**src/rtl/register_file_sb.sv**
```systemverilog
// Multi-port register file with write-to-read forwarding and an
// integrated busy-bit scoreboard for decode-stage stall detection.
module register_file_sb #(
  parameter int DATA_WIDTH = 32,
  parameter int NUM_REGS   = 32,
  parameter int NUM_RD     = 2,
  parameter int NUM_WR     = 2,
  parameter int ZERO_REG   = 1,
  localparam int IDX_W     = $clog2(NUM_REGS),
  localparam int CNT_W     = $clog2(NUM_REGS + 1)
) (
  input  logic                         clk,
  input  logic                         rst,
  input  logic [NUM_RD*IDX_W-1:0]      rd_idx,
  output logic [NUM_RD*DATA_WIDTH-1:0] rd_data,
  output logic [NUM_RD-1:0]            rd_busy,
  input  logic [NUM_WR-1:0]            wr_en,
  input  logic [NUM_WR*IDX_W-1:0]      wr_idx,
  input  logic [NUM_WR*DATA_WIDTH-1:0] wr_data,
  input  logic                         iss_en,
  input  logic [IDX_W-1:0]             iss_idx,
  output logic [CNT_W-1:0]             busy_cnt
);

  logic [DATA_WIDTH-1:0] regs_q [NUM_REGS];
  logic [NUM_REGS-1:0]   busy_q;
  logic [NUM_REGS-1:0]   busy_d;
  logic [CNT_W-1:0]      cnt_q;
  logic [CNT_W-1:0]      cnt_d;
  logic [NUM_WR-1:0]     wr_ok;

  always_comb begin
    wr_ok = '0;
    for (int w = 0; w < NUM_WR; w++) begin
      wr_ok[w] = wr_en[w] &&
                 !((ZERO_REG != 0) &&
                   (wr_idx[w*IDX_W +: IDX_W] == '0));
    end
  end

  // Issue is applied after write-back so the newer producer wins.
  always_comb begin
    busy_d = busy_q;
    for (int w = 0; w < NUM_WR; w++) begin
      if (wr_en[w]) busy_d[wr_idx[w*IDX_W +: IDX_W]] = 1'b0;
    end
    if (iss_en) busy_d[iss_idx] = 1'b1;
    if (ZERO_REG != 0) busy_d[0] = 1'b0;
  end

  always_comb begin
    cnt_d = '0;
    for (int r = 0; r < NUM_REGS; r++) begin
      cnt_d = cnt_d + CNT_W'(busy_d[r]);
    end
  end

  always_ff @(posedge clk or posedge rst) begin
    if (rst) begin
      busy_q <= '0;
      cnt_q  <= '0;
    end else begin
      busy_q <= busy_d;
      cnt_q  <= cnt_d;
    end
  end

  // Later ports overwrite earlier ones, giving higher index priority.
  always_ff @(posedge clk or posedge rst) begin
    if (rst) begin
      for (int r = 0; r < NUM_REGS; r++) regs_q[r] <= '0;
    end else begin
      for (int w = 0; w < NUM_WR; w++) begin
        if (wr_ok[w]) begin
          regs_q[wr_idx[w*IDX_W +: IDX_W]] <=
            wr_data[w*DATA_WIDTH +: DATA_WIDTH];
        end
      end
    end
  end

  for (genvar p = 0; p < NUM_RD; p++) begin : g_rd
    logic [IDX_W-1:0]      idx;
    logic [DATA_WIDTH-1:0] data;
    logic                  hit;

    assign idx = rd_idx[p*IDX_W +: IDX_W];

    always_comb begin
      data = regs_q[idx];
      hit  = 1'b0;
      for (int w = 0; w < NUM_WR; w++) begin
        if (wr_en[w] && (wr_idx[w*IDX_W +: IDX_W] == idx)) begin
          data = wr_data[w*DATA_WIDTH +: DATA_WIDTH];
          hit  = 1'b1;
        end
      end
      if ((ZERO_REG != 0) && (idx == '0)) data = '0;
      if (rst) data = '0;
    end

    assign rd_data[p*DATA_WIDTH +: DATA_WIDTH] = data;
    assign rd_busy[p] = busy_q[idx] && !hit && !rst;
  end

  assign busy_cnt = cnt_q;

endmodule

```
**config.mk**
```make
export PLATFORM = sky130hd
export DESIGN_NAME = register_file_sb
export DESIGN_NICKNAME = d
export VERILOG_FILES = /design/src/rtl/register_file_sb.sv
export SDC_FILE = /design/constraint.sdc
export NUM_CORES = 2
export LEC_CHECK = 0
export CAP_MARGIN = 20
export CORE_MARGIN = 2
export CORE_UTILIZATION = 30
export DETAILED_ROUTE_END_ITERATION = 8
export PLACE_DENSITY = 0.54
export SYNTH_ARGS = -nofsm -noshare
export SYNTH_HDL_FRONTEND = slang
export SYNTH_SLANG_ARGS = --single-unit
```
**constraint.sdc**
```tcl
create_clock -name clk -period 43.4 [get_ports clk]
set_input_delay 8.68 -clock clk [delete_from_list [all_inputs] [get_ports clk]]
set_output_delay 8.68 -clock clk [all_outputs]
set_load 0.02 [all_outputs]
```
; ---- Word level (Yosys, flattened, before mapping)
; Cells that the tools add are included.
; W data, S select, Z words.
[totals]
register_bits = 1061
in_bits = 94
out_inout_bits = 72
elab_cells = 154
[classes]
addsub = 30
n_lt_le_gt_ge = 14
eq_ne = 4
muxes = 39
bitwise_logic = 9
reduce_logical = 24
[op_table]
columns = op, count
row1 = $bwmux W1024, 2
row2 = $mux W1024, 2
row3 = $mux W32, 17
row4 = $bmux W32 S5, 2
row5 = $demux W32 S5, 2
row6 = $add A6 B1 Y6, 25
row7 = $and A32 B32 Y32, 2
row8 = $not A32 Y32, 2
row9 = $or A32 B32 Y32, 1
row10 = $lt A5 B6 Y1 const B, 5
row11 = $ge A6 B6 Y1 const B, 4
row12 = $not A5 Y6, 4
row13 = $eq A5 B5 Y1, 4
row14 = $logic_not A5 Y1, 4
row15 = $demux W1 S5, 3
row16 = $ge A5 B1 Y1 const B, 3
row17 = $logic_and A1 B1 Y1, 15
row18 = $lt A6 B1 Y1 const B, 2
row19 = $bmux W1 S5, 2
row20 = $mux W1, 9
row21 = $add A5 B1 Y6, 1
row22 = $add A4 B1 Y5, 1
row23 = $logic_not A1 Y1, 5
row24 = $add A3 B1 Y4, 1
row25 = 2 further kinds, 2

; ---- Logic depth before layout (Yosys ltp)
[depth]
depth_word = 41
ltp_mapped = 24
depth_no_buf = 22

; ---- Least setup slack after synthesis
; OpenSTA, ideal clock, no wires.
[synth_timing]
path_kind = input -> output
startpoint = input rst
endpoint = output rd_data[16]
arrival_time_ns = 34.148
t_required_ns = 34.720
path_slack_ns = 0.572
path_stages = 3
n_path_buf = 0
path_cell_list = inv_1 -> nand2_1 -> o32ai_1
[synth_via]
elab_chain_len = 1
[synth_rtl]
columns = item, line
row1 = from (decl), 13  ; input logic rst,
row2 = $mux W32, 99  ; if (rst) data = '0;
row3 = to (decl), 15  ; output logic [NUM_RD*DATA_WIDTH-1:0] rd_data,
; No other way between the ends.

; ---- Final worst setup path
[layout_timing]
startpoint = input rd_idx[3]
endpoint = output rd_data[8]
[layout_via]
elab_chain_len = 8
word_cells_on_any_way = 13
classes_between = eq/ne (2) / mux (7) / bitwise (1) / reduce/logical (3)
[layout_rtl]
columns = item, line
row1 = from (decl), 14  ; input logic [NUM_RD*IDX_W-1:0] rd_idx,
row2 = $not A5 Y6 (not written as such), 90  ; data = regs_q[idx];
row3 = $bmux W32 S5, 90
row4 = $mux W32 (not written as such) (2 in a row), 90
row5 = $mux W32 (2 in a row), 93  ; if (wr_en[w] && (wr_idx[w*IDX_W +: IDX_W] == idx)) begin
row6 = $mux W32 (*), 98  ; if ((ZERO_REG != 0) && (idx == '0)) data = '0;
row7 = $mux W32 (*), 99
; Mark *: on every way between the ends. The rest lies on a longest branch, timed or not. The select of a mux whose other input is x is not followed.

==> key figures <==
STA
  • Setup TNS after final layout: 0 ps
  • RSZ-0062 raised after global routing: no
  • Max Slew Vio Count: 0
  • Final-report hold violation count: 0
  • Worst relative slew slack: 13.06%
  • Final critical-path required period: 22930 ps
  • Setup skew after layout: approximately 35 ps
  • Worst-Margin Slew: between 1000 and 1500 ps
  • Max Clk Rate: 43.60 MHz
  • Final setup violation count: 0
  • Post-route fraction of the period consumed by the critical path: 52.84%

CTS
  • Number of gates resized after CTS: 0
  • CTS root buf: sky130_fd_sc_hd__clkbuf_16
  • Number of buffers created by CTS: about 110
  • Deepest level of the CTS H-tree: 3
  • Clock transition at path regs: 60 ps
  • Number of hold buffers added after CTS: 0
  • Clk sinks: 1061
  • Clock latency of the later-clocked register in the worst-skew pair: 830 ps
  • Number of post-CTS setup repair buffers: 0
  • Longest Clk Path Bufs: 3
  • Clock tree from TritonCTS: built

Floorplan
  • Initial Util: 30.11%
  • Die extent in y: 478.6 µm
  • Core area: 0.2245 mm²
  • DIE AREA: approximately 0.23 mm²
  • Std-Cell Rows: between 150 and 200
  • I/O Pins: around 170
  • X dimension of the die: 478.6 µm

Placement
  • Final weighted congestion in routability-driven placement: 1.002
  • Port Buf Inserts: 165
  • Detailed placer's ending HPWL: 205.1 mm

Power
  • NetSw: 1339 µW
  • Clock share of power: 27.0%
  • P_int: 2388 µW
  • Power share of the sequential group: approximately 39%
  • Total power divided by cell area: 49.49 mW/mm²
  • Static leakage: between 0.03 and 0.04 µW
  • IR Drop Worst-Case VDD: about 120 µV
  • Net Sw Frac: a little over a third
  • Combinational cell fraction of total power: about a third

Yosys
  • Synth Net Count: 6780
  • Post-synthesis cell type count: 64
  • Cell taking the most area after synthesis: sky130_fd_sc_hd__dfrtp_1
  • Instance count of the mapped netlist: between 6000 and 7000
  • Post-synthesis sequential area ratio: 39.28%
  • Top post-synthesis cells by count: sky130_fd_sc_hd__dfrtp_1, sky130_fd_sc_hd__mux2i_1, sky130_fd_sc_hd__nor2_1
  • FFs w/ async S/R, synth: 100.0%
  • Yosys top cell area share: 39.28%
  • Register bit count reported by yosys: 1061
  • Synth Cell Area: ~0.068 mm²
  • Leading post-synthesis cells by cell area: sky130_fd_sc_hd__dfrtp_1, sky130_fd_sc_hd__mux2i_1, sky130_fd_sc_hd__mux4_2, sky130_fd_sc_hd__a21oi_1, sky130_fd_sc_hd__a22oi_1
  • Number of synthesis warnings: 0
  • Number of flops mapped to enable cells by yosys: 0
  • Most common cell in the netlist: sky130_fd_sc_hd__dfrtp_1
  • Most frequently used flop master after synthesis: sky130_fd_sc_hd__dfrtp_1
  • Synthesized area per cell: 10.15 µm²

Critical path
  • Endpoint type of the worst setup path: output pin
  • Critical Path Source Type: primary input
  • Data arrival at the endpoint of the critical path: 14250 ps
  • Crit Path Max Fanout: 30
  • Data required time at the worst endpoint: 34720 ps
  • Classification of the worst setup path: primary input to output pin

Route
  • Count of vias placed by the detailed router: 61500
  • Antenna Violating Nets Remaining: 0
  • Average via count per standard cell: 6.540
  • Number of DRC violations after detailed routing: 0
  • Routed WL: approximately 350 mm
  • Wire per inst: 37.70 µm
  • Starting DRC count in detailed routing: about 9600
  • Count of TritonRoute iterations in the first routing pass: 7

Global routing
  • Number of antenna violations at the first check in global routing: 38
  • Maximum number of pins on one net before global-route repair: roughly 170
  • First-pass GRT wire length: between 400 and 500 mm
  • Grt ovf: 0
  • Total routing resource utilization after global routing: 29.97%
  • Number of global-route vias before repair: between 50000 and 60000

Run
  • Max-cap violation count: 0

Run status
  • Run status: finished clean

Cells and area
  • Core occupancy in the finished layout: between 30% and 40%
  • Share of final-layout standard cells stronger than drive strength 1: roughly 15%
  • Post-layout nets: between 6000 and 7000
  • Synthesis-to-layout area growth: 11.40%

Hold path
  • Worst min-delay path class: register to register
worst max-delay path: stages:
cell and delay [ps]:
sky130_fd_sc_hd__buf_4 300, sky130_fd_sc_hd__buf_4 720, sky130_fd_sc_hd__buf_4 670, sky130_fd_sc_hd__nor2b_4 60, sky130_fd_sc_hd__buf_4 370, sky130_fd_sc_hd__nand2b_1 480
sky130_fd_sc_hd__buf_4 460, sky130_fd_sc_hd__o22ai_1 160, sky130_fd_sc_hd__a2111oi_0 950, sky130_fd_sc_hd__o32ai_1 520, sky130_fd_sc_hd__clkdlybuf4s50_1 700
layer usage:
layer / up-vias / share of wire, % / global-route usage (%)
met4: 40 / 10 / 25.14
met1: 30630 / 36 / 36.60
met5: - / 0.085 / 0.2900
met3: 1618 / 13 / 10.78
met2: 5240 / 41 / 41.92
li1: 23970 / - / -
power by group through the flow:
stage / sequential [µW] / clock [µW] / combinational, µW
2_1_floorplan: 1400 / 0 / 869
3_3_place_gp: 1450 / 0 / 1210
3_5_place_dp: 1470 / 0 / 1240
4_1_cts: 1450 / 1010 / 1240
5_1_grt: 1490 / 1050 / 1340
6_report: 1460 / 1010 / 1260
stage by stage:
stage | total power (µW) | std cells | area [µm²] | hold WS, ps | worst slack, ps
finish | 3726 | 9403 | 75290 | 399.7 | 20470
global route | 3878 | 9390 | 75260 | 412.1 | 20300
CTS | 3696 | 9381 | 75220 | 397.7 | 20490
detailed placement | 2701 | 9176 | 71570 | 383.6 | 20500
global placement | 2666 | 9172 | 71530 | 380.6 | 20480
floorplan | 2269 | 6656 | 67580 | 441.3 | 571.7
cells by family after synthesis:
kind of cell,after synthesis,share of synthesized area (%)
buf+inv,930,6.096
fa+ha+maj,30,0.8109
flops,1061,39.28
mux,1415,28.10
compound gates,1847,16.99
xor+xnor,23,0.2981
simple gates,1350,8.412
cell type report:
type,instances,area [µm²]
clock buffer,173,3293
timing repair buffer,404,3535
inverter,56,220.2
sequential,1061,26550
multi-input combinational,4665,37550
antenna,20,50.05
tap,2992,3744
clock inverter,32,349.1
fill,22450,149200
final timing paths:
check                              from           end  slack, ps  depth (start not counted)
setup / recovery              rd_idx[3]    rd_data[8]      20470                         11
hold / removal             regs_q[1020]  regs_q[1020]        400                          0
setup reg to reg             busy_q[24]   busy_cnt[4]      37880                         17
hold reg to reg            regs_q[1020]  regs_q[1020]        400                          0
max in group asynchronous           rst    regs_q[21]      31210                          7
min in group asynchronous           rst    regs_q[26]       8440                          3
cells in the final DEF, fill, tap and decap left out, drive strengths merged, types with 174 or more instances in the layout:
cell type / count
a22oi: 333
clkbuf: 174
buf: 249
nand2: 536
dfrtp: 1061
o21ai: 481
a21oi: 587
nor2: 618
mux4: 382
mux2i: 992
state kept, by name, indices dropped and copies added (netlist names):
register	count
busy_cnt	6
regs_q	1024
busy_q	31
No activity file was read; power rests on OpenSTA's default activity.
